===== config.mk =====
export PLATFORM = sky130hd
export DESIGN_NAME = score_uart_tx_flat
export DESIGN_NICKNAME = d
export VERILOG_FILES = /design/src/rtl/score_uart_pkg.sv /design/src/rtl/score_uart_tx_if.sv /design/src/rtl/uart_tx_byte.sv /design/src/rtl/score_uart_tx.sv /design/src/flat_wrapper.sv
export SDC_FILE = /design/constraint.sdc
export NUM_CORES = 1
export LEC_CHECK = 0
export ABC_AREA = 1
export CAP_MARGIN = 25
export CORE_MARGIN = 1
export CORE_UTILIZATION = 37
export DETAILED_ROUTE_END_ITERATION = 7
export PLACE_DENSITY = 0.65
export SKIP_LAST_GASP = 1
export SLEW_MARGIN = 20
export SYNTH_ARGS = -nofsm -noshare
export SYNTH_HDL_FRONTEND = slang
export SYNTH_HIERARCHICAL = 1
export SYNTH_SLANG_ARGS = --single-unit

===== constraint.sdc =====
create_clock -name clk -period 2.15 [get_ports clk]
set_input_delay 0.43 -clock clk [delete_from_list [all_inputs] [get_ports clk]]
set_output_delay 0.43 -clock clk [all_outputs]
set_load 0.03 [all_outputs]

===== src/rtl/score_uart_pkg.sv =====
// rtl/score_uart_pkg.sv - shared encodings, ASCII constants and baud derivation for score_uart_tx
package score_uart_pkg;

  typedef enum logic [1:0] {
    ST_IDLE  = 2'd0,
    ST_START = 2'd1,
    ST_DATA  = 2'd2,
    ST_STOP  = 2'd3
  } tx_state_t;

  localparam logic [7:0] ASCII_ZERO  = 8'h30;
  localparam logic [7:0] ASCII_QMARK = 8'h3F;
  localparam logic [7:0] ASCII_CR    = 8'h0D;
  localparam logic [7:0] ASCII_LF    = 8'h0A;

  function automatic int clks_per_bit(input int clk_hz, input int baud);
    return clk_hz / baud;
  endfunction

  // Out-of-range digits print as '?' rather than wrapping into punctuation.
  function automatic logic [7:0] digit_ascii(input logic [3:0] d);
    return (d <= 4'd9) ? (ASCII_ZERO + {4'd0, d}) : ASCII_QMARK;
  endfunction

endpackage


===== src/rtl/score_uart_tx_if.sv =====
// rtl/score_uart_tx_if.sv - score inputs, send request and serial outputs of score_uart_tx
interface score_uart_tx_if;
  logic [3:0] tens;
  logic [3:0] ones;
  logic       send;
  logic       tx;
  logic       busy;

  modport master (output tens, ones, send, input tx, busy);
  modport slave  (input tens, ones, send, output tx, busy);
endinterface


===== src/rtl/uart_tx_byte.sv =====
// rtl/uart_tx_byte.sv - 8N1 byte serializer; load is accepted when idle or in the done cycle
module uart_tx_byte
  import score_uart_pkg::*;
#(
  parameter int CLKS_PER_BIT = 434
) (
  input  logic       clk,
  input  logic       rst_n,
  input  logic       load,
  input  logic [7:0] data,
  output logic       done,
  output logic       tx
);

  localparam int BW = (CLKS_PER_BIT > 1) ? $clog2(CLKS_PER_BIT) : 1;
  localparam logic [BW-1:0] BAUD_LAST = BW'(CLKS_PER_BIT - 1);

  tx_state_t     state_q, state_d;
  logic [BW-1:0] baud_q, baud_d;
  logic [2:0]    bit_q, bit_d;
  logic [7:0]    shreg_q, shreg_d;
  logic          tx_q, tx_d;
  logic          bit_end;

  assign bit_end = (baud_q == BAUD_LAST);
  assign tx      = tx_q;

  always_comb begin
    state_d = state_q;
    baud_d  = baud_q;
    bit_d   = bit_q;
    shreg_d = shreg_q;
    done    = 1'b0;
    case (state_q)
      ST_IDLE: begin
        if (load) begin
          state_d = ST_START;
          baud_d  = '0;
          shreg_d = data;
        end
      end
      ST_START: begin
        if (bit_end) begin
          state_d = ST_DATA;
          baud_d  = '0;
          bit_d   = 3'd0;
        end else begin
          baud_d = baud_q + 1'b1;
        end
      end
      ST_DATA: begin
        if (bit_end) begin
          baud_d  = '0;
          shreg_d = {1'b0, shreg_q[7:1]};
          if (bit_q == 3'd7) begin
            state_d = ST_STOP;
            bit_d   = 3'd0;
          end else begin
            bit_d = bit_q + 3'd1;
          end
        end else begin
          baud_d = baud_q + 1'b1;
        end
      end
      ST_STOP: begin
        if (bit_end) begin
          done   = 1'b1;
          baud_d = '0;
          // A load here chains the next start bit with no idle gap.
          if (load) begin
            state_d = ST_START;
            shreg_d = data;
          end else begin
            state_d = ST_IDLE;
          end
        end else begin
          baud_d = baud_q + 1'b1;
        end
      end
      default: state_d = ST_IDLE;
    endcase

    tx_d = 1'b1;
    if (state_d == ST_START)     tx_d = 1'b0;
    else if (state_d == ST_DATA) tx_d = shreg_d[0];
  end

  always_ff @(posedge clk or negedge rst_n) begin
    if (!rst_n) begin
      state_q <= ST_IDLE;
      baud_q  <= '0;
      bit_q   <= 3'd0;
      shreg_q <= 8'h00;
      tx_q    <= 1'b1;
    end else begin
      state_q <= state_d;
      baud_q  <= baud_d;
      bit_q   <= bit_d;
      shreg_q <= shreg_d;
      tx_q    <= tx_d;
    end
  end

endmodule


===== src/rtl/score_uart_tx.sv =====
// rtl/score_uart_tx.sv - sends "<tens><ones>\r\n" on score change or send, with one pending slot
module score_uart_tx
  import score_uart_pkg::*;
#(
  parameter int CLK_HZ = 50000000,
  parameter int BAUD   = 115200
) (
  input  logic            clk,
  input  logic            rst_n,
  score_uart_tx_if.slave  sif
);

  localparam int CLKS_PER_BIT = clks_per_bit(CLK_HZ, BAUD);

  logic       busy_q, pending_q;
  logic [1:0] idx_q;
  logic [3:0] snap_ones_q;
  logic [7:0] last_q;
  logic [7:0] score;
  logic       trig, byte_done, msg_end, start_msg, next_byte, load;
  logic [7:0] load_data;
  logic       tx_w;

  assign score     = {sif.tens, sif.ones};
  assign trig      = sif.send | (score != last_q);
  assign msg_end   = busy_q & byte_done & (idx_q == 2'd3);
  assign start_msg = (~busy_q & trig) | (msg_end & (pending_q | trig));
  assign next_byte = busy_q & byte_done & (idx_q != 2'd3);
  assign load      = start_msg | next_byte;

  // The tens digit goes straight into the serializer at message start, so only
  // the ones digit needs to be held for the second byte.
  always_comb begin
    load_data = ASCII_LF;
    if (start_msg) begin
      load_data = digit_ascii(sif.tens);
    end else begin
      case (idx_q)
        2'd0:    load_data = digit_ascii(snap_ones_q);
        2'd1:    load_data = ASCII_CR;
        default: load_data = ASCII_LF;
      endcase
    end
  end

  always_ff @(posedge clk or negedge rst_n) begin
    if (!rst_n) begin
      busy_q      <= 1'b0;
      pending_q   <= 1'b0;
      idx_q       <= 2'd0;
      snap_ones_q <= 4'd0;
      last_q      <= 8'h00;
    end else if (start_msg) begin
      busy_q      <= 1'b1;
      pending_q   <= 1'b0;
      idx_q       <= 2'd0;
      snap_ones_q <= sif.ones;
      last_q      <= score;
    end else begin
      if (msg_end) begin
        busy_q <= 1'b0;
        idx_q  <= 2'd0;
      end else if (next_byte) begin
        idx_q <= idx_q + 2'd1;
      end
      if (busy_q && trig) pending_q <= 1'b1;
    end
  end

  uart_tx_byte #(.CLKS_PER_BIT(CLKS_PER_BIT)) u_byte (
    .clk   (clk),
    .rst_n (rst_n),
    .load  (load),
    .data  (load_data),
    .done  (byte_done),
    .tx    (tx_w)
  );

  assign sif.tx   = tx_w;
  assign sif.busy = busy_q;

endmodule

===== src/flat_wrapper.sv =====
// flat-port wrapper written by rule: the top's interface ports become plain ports
module score_uart_tx_flat import score_uart_pkg::*;
#(
  parameter int CLK_HZ = 50000000,
  parameter int BAUD   = 115200
)
  (clk, rst_n, sif_tens, sif_ones, sif_send, sif_tx, sif_busy);
  score_uart_tx_if sif_i ();
  input  logic clk;
  input  logic rst_n;
  input wire logic [$bits(sif_i.tens)-1:0] sif_tens;
  input wire logic [$bits(sif_i.ones)-1:0] sif_ones;
  input wire logic [$bits(sif_i.send)-1:0] sif_send;
  output wire logic [$bits(sif_i.tx)-1:0] sif_tx;
  output wire logic [$bits(sif_i.busy)-1:0] sif_busy;
  assign sif_i.tens = sif_tens;
  assign sif_i.ones = sif_ones;
  assign sif_i.send = sif_send;
  assign sif_tx = sif_i.tx;
  assign sif_busy = sif_i.busy;
  score_uart_tx #(.CLK_HZ(CLK_HZ), .BAUD(BAUD)) u_core (.clk(clk), .rst_n(rst_n), .sif(sif_i));
endmodule

==> reports/results.ini <==
[yosys]
ys_ff_latch=35
synth_compound_area_frac=0.124
synthMuxAreaShare=0
synth_fa_ha_area_frac=0.0405
synth_seq_area_share=0.406
synthesis.area_sq_mm=0.00216
synth.yosys.warnings=6
synth_cell_types=32
syn_area_per_cell_sq_um=7.72
synth-xor-area-share=0.0203
synth_top_family_by_area=simple AND/OR/NAND/NOR gates
syn_inst=280
synthSimpleGateAreaFrac=0.310

[floorplan]
dieArea_sq_mm=0.00615
std_cell_rows=27
initial_core_util=0.388
dieHeight_microns=78.4
die_x_microns=78.4
io-pin-count=13
fp.coreArea_sq_mm=0.00557

[cells_and_area]
nets=340
final_area_sq_mm=0.00271
areaGrowthSynthToFinish_pct=25.3
fin_util=0.486
drive_gt1_frac=0.257
regArea_sq_um=877
nFillCells=552
multi_input_area_sq_mm=0.00113
diodes=0

[global_routing]
grt_pass1_wl_microns=7760
track_usage=0.161
grt_pass1_vias=1751
gr-total-overflow=0
antenna_found_initial=0
grt_max_degree=36

[timing]
hold_ws_ns=0.226
hold_viol=0
slew_viol_final=0
finClkSkew_ns=0.00930
setup_viol=0
tightest_slew_ns=0.807
max_slew_margin=0.462
period_needed_ns=2.00
clock.fmax_mhz=499
period_share=0.931

[flow_run]
cap_violations=0

[drt]
drt_iter0_drc=76
drc=0
wl_microns=4350
vias=1844
via_per_inst=4.67
wl_per_cell_microns=11.0
first_pass_iters=4
antenna_left=0

[placed_design]
gp_congestion=0.786
hpwl_microns=3180
place_area_sq_mm=0.00255
io_buffers=12

[status]
status=complete, no violations

[setup_path]
worstSetupStartpointType=flip-flop
path_cells=inv_1, ha_2, nand2_2, nor2_4, nand2_4, nor2_2, nand2_2, nor2_4, nand2_4, buf_4, buf_6, nand3_1, nand2_1, a31oi_1, o21ai_2
max_stage_delay_ns=0.38
crit_fanout=13
cp.arrival_ns=2.18
worst_setup_path_end_kind=flip-flop
worstSetupPathType=flip-flop to flip-flop
critPathSlowestCell=dfrtp_1
required_ns=2.33

[clock_network]
cts_made_buffers=5
cts_tree=yes
clk_latency_ns=0.29
cts.path.max_buffers=2
root_buffer=clkbuf_8
cts_max_level=2
cts_sinks=35
clk_pin_slew_worst_paths_ns=0.07

[power]
ir_drop_mv=0.337
p_leak_nw=1.39
total_power_mw=1.18
p_per_area_mw_per_mm2=436

[hold_path]
min_path_type=input pin to async pin

final cells by class:
cell class / count / share of cell area
clock buffers: 6 / 0.0268
repair buffers: 38 / 0.128
clock inverters: 2 / 0.00462
flip-flops and latches: 35 / 0.324
inverters: 46 / 0.0647
multi-input cells: 196 / 0.419
well taps: 72 / 0.0333
cell usage after synthesis, drive strengths merged:
| library cell | number | area share |
|---|---|---|
| nand2 | 82 | 0.16 |
| inv | 46 | 0.080 |
| dfrtp | 34 | 0.39 |
| nand3 | 29 | 0.074 |
| nor2 | 25 | 0.054 |
| o21ai | 19 | 0.061 |
| a31oi | 9 | 0.026 |
| ha | 7 | 0.041 |
| a21oi | 5 | 0.019 |
| o22ai | 5 | 0.014 |
| buf | 4 | 0.018 |
| nand4 | 4 | 0.012 |
| xor2 | 3 | 0.012 |
| or2 | 2 | 0.0058 |
| xnor2 | 2 | 0.0081 |
| conb | 1 | 0.0017 |
| dfstp | 1 | 0.012 |
| nor3 | 1 | 0.0023 |
| o31ai | 1 | 0.0035 |
through the flow:
stage	TNS (ns)	cells	worst slack, ns
2_1_floorplan	-0.0453	281	-0.0228
3_3_place_gp	-4.06	386	-0.285
3_5_place_dp	-4.67	386	-0.313
4_1_cts	0	394	0.0396
5_1_grt	-0.00279	395	-0.00279
6_report	0	395	0.147
state kept, by name (all words and copies together), names as in the netlist:
signal / count
u_core/u_byte/tx: 1
u_core/idx_q: 2
u_core/u_byte/shreg_q: 8
u_core/snap_ones_q: 3
u_core/pending_q: 1
u_core/u_byte/state_q: 2
u_core/sif.busy: 1
u_core/last_q: 5
u_core/u_byte/baud_q: 9
u_core/u_byte/bit_q: 3
worst max-delay path: cells and delay by family (launching register included):
kind | cells | cell delay [ns]
flip-flops | 1 | 0.38
AND/OR/NAND/NOR | 9 | 0.70
buffers and inverters | 3 | 0.36
AO/OA/AOI/OAI | 2 | 0.28
adder cells (fa/ha/maj) | 1 | 0.17
power by group:
| group | switching [mW] | leakage [nW] | internal [mW] |
|---|---|---|---|
| clock | 0.240 | 0.0412 | 0.226 |
| sequential | 0 | 0.455 | 0.658 |
| combinational | 0.0317 | 0.894 | 0.0253 |
placed cells by master (no fill, tap or decap), types with 4 or more instances in the layout:
master / instances
nor2_1: 17
nand2_1: 70
a31oi_1: 8
nand4_1: 4
dfrtp_1: 34
clkbuf_8: 5
buf_4: 23
inv_1: 38
nand3_1: 24
o22ai_1: 5
nor2_2: 4
nand2_4: 4
ha_1: 6
nor2_4: 4
o21ai_0: 9
o21ai_2: 7
nand3_2: 5
inv_2: 7
nand2_2: 8
dlymetal6s2s_1: 6
clkdlybuf4s50_1: 5
routing by layer:
layer | global-route usage | part of all wire
met5 | 0 | 0
met1 | 0.216 | 0.51
met3 | 0.0488 | 0.023
met4 | 0.0444 | 0.0087
met2 | 0.251 | 0.46
cells by family after synthesis:
family          Yosys count
compound gates           39
xor+xnor                  5
fa+ha+maj                 7
buf+inv                  50
flops                    35
other cells               1
simple gates            143
path summary, 6_finish.rpt:
kind                                              start                        to  slack, ns  depth (start not counted)
worst max-delay path            u_core/u_byte/baud_q[1]  u_core/u_byte/shreg_q[3]       0.15                         15
worst min-delay path                              rst_n  u_core/u_byte/shreg_q[7]       0.23                          1
worst max register to register  u_core/u_byte/baud_q[1]  u_core/u_byte/shreg_q[3]       0.15                         15
worst min register to register   u_core/u_byte/bit_q[1]    u_core/u_byte/bit_q[1]       0.48                          2
max in group asynchronous                         rst_n   u_core/u_byte/baud_q[0]       1.41                          1
min in group clk                            sif_ones[3]          u_core/last_q[3]       0.41                          3
repair_timing:
item | 4_1_cts | 5_1_grt
pin swaps | 0 | 4
gates resized for setup | 1 | 17
endpoints found under the setup margin | 3 | 16
hold buffers | 0 | 0
setup buffers | 0 | 1
cloned | 0 | 0
Power figures use the tool's default switching activity.
